===== src/rtl/spi2reg_if.sv =====
// Pin bundle for the SPI-to-register bridge: SPI slave pins plus the register-bus side.
// The slave modport is the bridge's view; the master modport is the environment's view.
interface spi2reg_if #(
  parameter int ADDR_WIDTH = 16,
  parameter int DATA_WIDTH = 32
);
  logic                  sclk;
  logic                  cs;
  logic                  mosi;
  logic                  miso;
  logic                  reg_wr_en;
  logic                  reg_rd_en;
  logic [ADDR_WIDTH-1:0] reg_addr;
  logic [DATA_WIDTH-1:0] reg_wdata;
  logic [DATA_WIDTH-1:0] reg_rdata;
  logic                  frame_err;

  modport slave (
    input  sclk, cs, mosi, reg_rdata,
    output miso, reg_wr_en, reg_rd_en, reg_addr, reg_wdata, frame_err
  );

  modport master (
    output sclk, cs, mosi, reg_rdata,
    input  miso, reg_wr_en, reg_rd_en, reg_addr, reg_wdata, frame_err
  );
endinterface


===== src/rtl/spi2reg.sv =====
// SPI mode-0 slave bridging write frames (op,addr,data) and read commands (op,addr)
// onto a single-cycle strobe register bus; read data is returned in a second cs frame.
module spi2reg #(
  parameter int ADDR_WIDTH = 16,
  parameter int DATA_WIDTH = 32
) (
  input  logic     clk,
  input  logic     rst_n,
  spi2reg_if.slave bus
);

  localparam int             FRAME_W   = 1 + ADDR_WIDTH + DATA_WIDTH;
  localparam logic [5:0]     WR_BITS   = 6'(FRAME_W);
  localparam logic [5:0]     RD_BITS   = 6'(1 + ADDR_WIDTH);
  localparam logic [5:0]     DATA_BITS = 6'(DATA_WIDTH);
  localparam logic [5:0]     CNT_MAX   = 6'd63;

  typedef enum logic [2:0] {
    IDLE,
    CMD_RCV,
    WR_ISSUE,
    RD_ISSUE,
    RD_CAPTURE,
    RD_ARMED,
    RD_SHIFT
  } state_t;

  state_t state, state_next;

  logic sclk_meta, sclk_sync, sclk_prev;
  logic cs_meta, cs_sync, cs_prev;
  logic mosi_meta, mosi_sync;

  logic sclk_rise, sclk_fall, cs_fall, cs_rise;

  logic [FRAME_W-1:0]    rx;
  logic [DATA_WIDTH-1:0] tx, tx_next;
  logic [5:0]            bit_cnt;
  logic                  err;

  // cs idles high out of reset so releasing rst_n never looks like a cs fall.
  // NOTE: sequential state uses non-blocking (<=) so every flop samples pre-edge values.
  always_ff @(posedge clk or negedge rst_n) begin
    if (!rst_n) begin
      sclk_meta <= 1'b0;
      sclk_sync <= 1'b0;
      sclk_prev <= 1'b0;
      cs_meta   <= 1'b1;
      cs_sync   <= 1'b1;
      cs_prev   <= 1'b1;
      mosi_meta <= 1'b0;
      mosi_sync <= 1'b0;
    end else begin
      sclk_meta <= bus.sclk;
      sclk_sync <= sclk_meta;
      sclk_prev <= sclk_sync;
      cs_meta   <= bus.cs;
      cs_sync   <= cs_meta;
      cs_prev   <= cs_sync;
      mosi_meta <= bus.mosi;
      mosi_sync <= mosi_meta;
    end
  end

  // sclk edges only count while the synchronized chip select is asserted.
  assign sclk_rise = sclk_sync & ~sclk_prev & ~cs_sync;
  assign sclk_fall = ~sclk_sync & sclk_prev & ~cs_sync;
  assign cs_fall   = ~cs_sync & cs_prev;
  assign cs_rise   = cs_sync & ~cs_prev;

  always_ff @(posedge clk or negedge rst_n) begin
    if (!rst_n) begin
      state <= IDLE;
    end else begin
      state <= state_next;
    end
  end

  // NOTE: every always_comb output gets a default first so no path infers a latch.
  always_comb begin
    state_next = state;
    err        = 1'b0;
    unique case (state)
      IDLE: begin
        if (cs_fall) state_next = CMD_RCV;
      end
      CMD_RCV: begin
        if (cs_rise) begin
          if (bit_cnt == WR_BITS && rx[FRAME_W-1]) begin
            state_next = WR_ISSUE;
          end else if (bit_cnt == RD_BITS && !rx[ADDR_WIDTH]) begin
            state_next = RD_ISSUE;
          end else begin
            state_next = IDLE;
            err        = 1'b1;
          end
        end
      end
      // A back-to-back frame may start while the strobe is still out.
      WR_ISSUE:   state_next = cs_fall ? CMD_RCV : IDLE;
      RD_ISSUE:   state_next = RD_CAPTURE;
      RD_CAPTURE: state_next = RD_ARMED;
      RD_ARMED: begin
        if (cs_fall) state_next = RD_SHIFT;
      end
      RD_SHIFT: begin
        if (cs_rise) begin
          state_next = IDLE;
          err        = (bit_cnt != DATA_BITS);
        end
      end
      default: state_next = IDLE;
    endcase
  end

  always_comb begin
    tx_next = tx;
    if (state == RD_CAPTURE) begin
      tx_next = bus.reg_rdata;
    end else if (state == RD_SHIFT && sclk_fall) begin
      tx_next = {tx[DATA_WIDTH-2:0], 1'b0};
    end
  end

  // Outputs are registered off state_next so each strobe lines up with its state.
  always_ff @(posedge clk or negedge rst_n) begin
    if (!rst_n) begin
      bus.reg_wr_en <= 1'b0;
      bus.reg_rd_en <= 1'b0;
      bus.reg_addr  <= '0;
      bus.reg_wdata <= '0;
      bus.frame_err <= 1'b0;
      bus.miso      <= 1'b0;
      tx            <= '0;
    end else begin
      bus.reg_wr_en <= (state_next == WR_ISSUE);
      bus.reg_rd_en <= (state_next == RD_ISSUE);
      bus.frame_err <= err;
      tx            <= tx_next;
      bus.miso      <= (state_next == RD_ARMED || state_next == RD_SHIFT)
                       ? tx_next[DATA_WIDTH-1] : 1'b0;
      if (state_next == WR_ISSUE) begin
        bus.reg_addr  <= rx[FRAME_W-2 -: ADDR_WIDTH];
        bus.reg_wdata <= rx[DATA_WIDTH-1:0];
      end else if (state_next == RD_ISSUE) begin
        bus.reg_addr  <= rx[ADDR_WIDTH-1:0];
      end
    end
  end

  // Counter saturates so an oversize frame can never alias onto a legal length.
  always_ff @(posedge clk or negedge rst_n) begin
    if (!rst_n) begin
      rx      <= '0;
      bit_cnt <= '0;
    end else if (cs_fall) begin
      bit_cnt <= '0;
    end else if (sclk_rise) begin
      rx <= {rx[FRAME_W-2:0], mosi_sync};
      if (bit_cnt != CNT_MAX) bit_cnt <= bit_cnt + 6'd1;
    end
  end

endmodule


===== src/flat_wrapper.sv =====
// flat-port wrapper written by rule: the top's interface ports become plain ports
module spi2reg_flat 
#(
  parameter int ADDR_WIDTH = 16,
  parameter int DATA_WIDTH = 32
)
  (clk, rst_n, bus_sclk, bus_cs, bus_mosi, bus_reg_rdata, bus_miso, bus_reg_wr_en, bus_reg_rd_en, bus_reg_addr, bus_reg_wdata, bus_frame_err);
  spi2reg_if #(.ADDR_WIDTH(ADDR_WIDTH), .DATA_WIDTH(DATA_WIDTH)) bus_i ();
  input  logic clk;
  input  logic rst_n;
  input wire logic [$bits(bus_i.sclk)-1:0] bus_sclk;
  input wire logic [$bits(bus_i.cs)-1:0] bus_cs;
  input wire logic [$bits(bus_i.mosi)-1:0] bus_mosi;
  input wire logic [$bits(bus_i.reg_rdata)-1:0] bus_reg_rdata;
  output wire logic [$bits(bus_i.miso)-1:0] bus_miso;
  output wire logic [$bits(bus_i.reg_wr_en)-1:0] bus_reg_wr_en;
  output wire logic [$bits(bus_i.reg_rd_en)-1:0] bus_reg_rd_en;
  output wire logic [$bits(bus_i.reg_addr)-1:0] bus_reg_addr;
  output wire logic [$bits(bus_i.reg_wdata)-1:0] bus_reg_wdata;
  output wire logic [$bits(bus_i.frame_err)-1:0] bus_frame_err;
  assign bus_i.sclk = bus_sclk;
  assign bus_i.cs = bus_cs;
  assign bus_i.mosi = bus_mosi;
  assign bus_i.reg_rdata = bus_reg_rdata;
  assign bus_miso = bus_i.miso;
  assign bus_reg_wr_en = bus_i.reg_wr_en;
  assign bus_reg_rd_en = bus_i.reg_rd_en;
  assign bus_reg_addr = bus_i.reg_addr;
  assign bus_reg_wdata = bus_i.reg_wdata;
  assign bus_frame_err = bus_i.frame_err;
  spi2reg #(.ADDR_WIDTH(ADDR_WIDTH), .DATA_WIDTH(DATA_WIDTH)) u_core (.clk(clk), .rst_n(rst_n), .bus(bus_i));
endmodule

===== config.mk =====
export PLATFORM = sky130hd
export DESIGN_NAME = spi2reg_flat
export DESIGN_NICKNAME = d
export VERILOG_FILES = /design/src/rtl/spi2reg_if.sv /design/src/rtl/spi2reg.sv /design/src/flat_wrapper.sv
export SDC_FILE = /design/constraint.sdc
export NUM_CORES = 1
export LEC_CHECK = 0
export ABC_AREA = 1
export CELL_PAD_IN_SITES_DETAIL_PLACEMENT = 0
export CELL_PAD_IN_SITES_GLOBAL_PLACEMENT = 2
export CORE_UTILIZATION = 37
export CTS_CLUSTER_DIAMETER = 200
export DETAILED_ROUTE_END_ITERATION = 7
export PLACE_DENSITY_LB_ADDON = 0.1
export SYNTH_ARGS = -nofsm -noshare
export SYNTH_HDL_FRONTEND = slang
export SYNTH_SLANG_ARGS = --single-unit

===== constraint.sdc =====
create_clock -name clk -period 4.2 [get_ports clk]
set_input_delay 0.42 -clock clk [delete_from_list [all_inputs] [get_ports clk]]
set_output_delay 0.42 -clock clk [all_outputs]
set_load 0.02 [all_outputs]

==> results.md <==
- The fraction of the core area covered by cells at the end of the flow is 47.5%.
- Clock skew on the completed layout was measured at 0.0121 ns.
- The tree is rooted in a clkbuf_16.
- The filler cells instantiated in the layout total 1536.
- The hold-fix buffer count after cts is 0.
- The number of global-route vias before repair was 4590.
- Entering global routing, the biggest net connects 99 pins.
- The leftover overflow at the end of global routing is 0.
- The internal portion of the total power is 2.53 mW.
- In this design, the stage delay of the slowest critical-path cell is 0.60 ns.
- Setup violations remaining at the end of the flow were counted as 0.
- For this block, the initial DRC count from the detailed router was 287.
- The worst hold path belongs to the class in -> async.
- The full die area is 0.0174 mm^2.
- The share of the Yosys chip area taken by registers is 60.1%.
- The post-CTS setup repair buffer count is 0.
- The net switching share of the total power is 22.5%.
- The clock share of power is 46.1%.
- The number of antenna-violating nets in the routed design is 0.
- From left edge to right edge, the die measures 132 um.
- The slew at the pin with the worst max-slew slack is 1.01 ns.
- Sorting the synthesized cells by how often they occur yields 147 x dfrtp_1, 136 x nand2_1, 89 x inv_1.
- Counting flops with a built-in enable in the synthesized netlist gives 0.
- The number of pins exceeding their max-slew limit in the final report is 0.
- For the worst setup path, the data arrival time is 2.85 ns.
- Along the worst path, the maximum fanout reaches 65.
- The total of cells resized after clock tree synthesis is 0.
- The number of buffers created by CTS is 17.
- The slowest stage of the critical path belongs to the cell buf_4.
- The number of vias in the routed layout is 4512.
- The total negative slack is 0 ns.
- The final-report hold violation count is 0.
- The number of top-level pins is 89.
- The signal on the critical path passes through inv_2 > nand2_1 > o211ai_2 > nand3_2 > buf_4 > nand2_1 > o21ai_2.
- The number of buffers inserted by port buffering is 88.
- Across all register-to-register paths, the minimum setup slack is 1.69 ns.
- The max-capacitance violation count is 0.
- The clock-pin transition on the worst setup and hold timing paths is 0.06 ns.
- Ranked by total cell area, the synthesized netlist is headed by dfrtp_1 59%, nand2_1 8.2%, inv_1 5.3%, o221ai_1 4.2%, o21ai_0 3.8%.
- The area share of the leading cell type in the synthesized netlist is 58.9%.
- For this design, the sink count on the clock tree is 150.
- The initial antenna violation count is 0.
- The smallest clock period supported by the final layout is computed as 2.51 ns.
- The synthesized netlist occupies a cell area of 0.00625 mm^2.
- The worst supply voltage drop on vdd is 292 uV.
- The slack of the critical path is 1.69 ns.
- Row generation in the floorplan step produced 47 rows.
- The depth of the CTS H-tree is 4.
- The library cell with the highest instance count after synthesis is dfrtp_1.
- The leading area contributor after synthesis is dfrtp_1.
- The worst register-to-register path has a depth of 7.
- The number of nets in the synthesized netlist is 684.
- For this block, the routed nets add up to 13.6 mm of wire.
- The half-perimeter wire length after detailed placement is 8.73 mm.
- The average wire length per cell after detail routing is 14.2 um.
- The count of warnings emitted by yosys is 0.
- The clock passes through at most 2 buffers.
- Setup repair after global routing left no endpoint under its margin.
- The most frequent cell on the critical path is nand2_1.
- The tightest hold path in the finished design has a slack of 0.0661 ns.
- The post-placement setup slack is 1.68 ns.
- The number of cells produced by synthesis is 644.
- 0 antenna diodes ended up in the layout.
- Using the TritonRoute via totals, the vias-per-cell ratio works out to 4.72.
- The leakage dissipation is 3.55 nW.
- The post-route netlist has 10.9% of its cells at a drive strength greater than 1.
- The floorplan die height is 132 um.
- The most used flip-flop cell after synthesis is dfrtp_1.
- The first-pass GRT wire length is 23.3 mm.
- The critical setup path kind is reg -> reg.
- The number of search-and-repair iterations in the first detailed-routing pass is 4.
- The average size of a mapped cell is 9.70 um^2.
- The worst pin sits at a relative slew slack of 32.4%.
- The power share of the sequential group is 48.0%.
- STA puts the critical path data required time at 4.54 ns.
- In this run, distinct cell masters in the synthesized netlist total 30.
- Overall power consumption after layout is estimated at 3.27 mW.
- The kind of end point of the critical path is a flip-flop.
- The area inside the core boundary is 0.0165 mm^2.
- The flow ran to the end, and the final reports show no timing, DRC or antenna violations.
- The post-synthesis to final-layout area growth is 25.5%.
- In this run the power spent charging and discharging nets is 0.736 mW.
- The proportion of synthesized flip-flops having asynchronous set or reset is 100%.
- The capture instance of the worst register-to-register path is u_core.bus.reg_wdata[4]$_DFFE_PN0P_.
- In the final design database the tool counted 763 nets.
- The power density over cell area is 417 mW/mm^2.
- Combinational logic burns 5.9% of the power.
- The category of the worst setup path launch point is a flip-flop.
- The worst register-to-register path begins at u_core.cs_sync$_DFF_PN1_.
- The synthesized design contains 150 register bits.
- The final routed DRC violation total is 0.
- The share of the clock period used by the worst path after layout is 59.8%.
- The later-pin clock latency in the skew report is 0.42 ns.
- Once the floorplan was initialized, standard cells occupied 37.8% of the core.
- The clock tree from TritonCTS is built.
- The congestion estimate from routability-driven global placement came to 0.740.
- In the global route stage, overall resource usage came out at 17.1%.
- Based on the critical path, the design can be clocked at up to 0.398 GHz.
==> power by group through the flow <==
| stage | Sequential (mW) | Clock, mW | Combinational (mW) |
|---|---|---|---|
| global route | 1.58 | 1.62 | 0.228 |
| detailed placement | 1.60 | 0 | 0.197 |
| floorplan | 1.58 | 0 | 0.108 |
| finish | 1.57 | 1.51 | 0.193 |
| global placement | 1.59 | 0 | 0.194 |
| CTS | 1.57 | 1.55 | 0.199 |
==> cell type report <==
cell class / count / area [um^2] / share of cell area [%]
Clock buffer: 23 / 498 / 6.35
Clock inverter: 9 / 97.6 / 1.24
Inverter: 93 / 349 / 4.45
Multi-Input combinational cell: 368 / 1940 / 24.8
Sequential cell: 150 / 3760 / 47.9
Tap cell: 220 / 275 / 3.51
Timing Repair Buffer: 93 / 920 / 11.7
==> flip-flops by register name, summed over array words and instances (netlist names), 3 cells and up <==
register / flops
u_core.rx: 49
u_core.tx: 32
u_core.state: 3
u_core.bit_cnt: 6
u_core.bus.reg_addr: 16
u_core.bus.reg_wdata: 32
==> per-layer routing <==
layer	routed length, um	up-vias	global-route usage, %
met3	529	14	3.81
li1	-	2273	-
met2	6040	88	25.2
met4	169	0	6.98
met5	0	-	0
met1	6880	2137	24.4
==> cells by family (layout without fill, tap and decap cells) <==
| family | after synthesis | after routing | synth area share [%] |
|---|---|---|---|
| simple gates | 236 | 236 | 16.7 |
| flops | 150 | 150 | 60.1 |
| compound gates | 129 | 129 | 13.8 |
| buf+inv | 126 | 218 | 8.73 |
| fa+ha+maj | 3 | 3 | 0.601 |
==> worst max path at each step <==
| stage | startpoint | to | slack (ns) | depth (start not counted) |
|---|---|---|---|---|
| finish | u_core.cs_sync$_DFF_PN1_ | u_core.bus.reg_wdata[4]$_DFFE_PN0P_ | 1.69 | 7 |
| global placement | u_core.cs_sync$_DFF_PN1_ | u_core.bus.reg_wdata[20]$_DFFE_PN0P_ | 1.77 | 7 |
| detailed placement | u_core.cs_sync$_DFF_PN1_ | u_core.bus.reg_wdata[7]$_DFFE_PN0P_ | 1.68 | 7 |
| floorplan | u_core.cs_sync$_DFF_PN1_ | u_core.bus.reg_wdata[10]$_DFFE_PN0P_ | 2.58 | 10 |
| CTS | u_core.cs_sync$_DFF_PN1_ | u_core.bus.reg_wdata[7]$_DFFE_PN0P_ | 1.66 | 7 |
| global route | u_core.cs_sync$_DFF_PN1_ | u_core.bus.reg_wdata[4]$_DFFE_PN0P_ | 1.52 | 7 |
==> cell usage in the layout, fill, tap and decap left out, drive strengths merged, types with 16 or more instances in the layout <==
master,instances
o21ai,79
dfrtp,147
nand3,44
inv,93
nor2,30
clkdlybuf4s50,87
a21oi,16
nand4,17
nand2,141
o221ai,30
clkbuf,23
==> worst max-delay path, delay by kind of cell (launching register included) <==
kind | cells | cell delay [ns]
buffers and inverters | 2 | 0.65
AO/OA/AOI/OAI | 2 | 0.51
flip-flops | 1 | 0.55
AND/OR/NAND/NOR | 3 | 0.67
==> per-stage QoR <==
step / cell area [um^2] / std cells
2_1_floorplan: 6250 / 644
3_3_place_gp: 7250 / 924
3_5_place_dp: 7250 / 924
4_1_cts: 7840 / 956
5_1_grt: 7840 / 956
6_report: 7840 / 956
(Power assumes the default switching activity.)
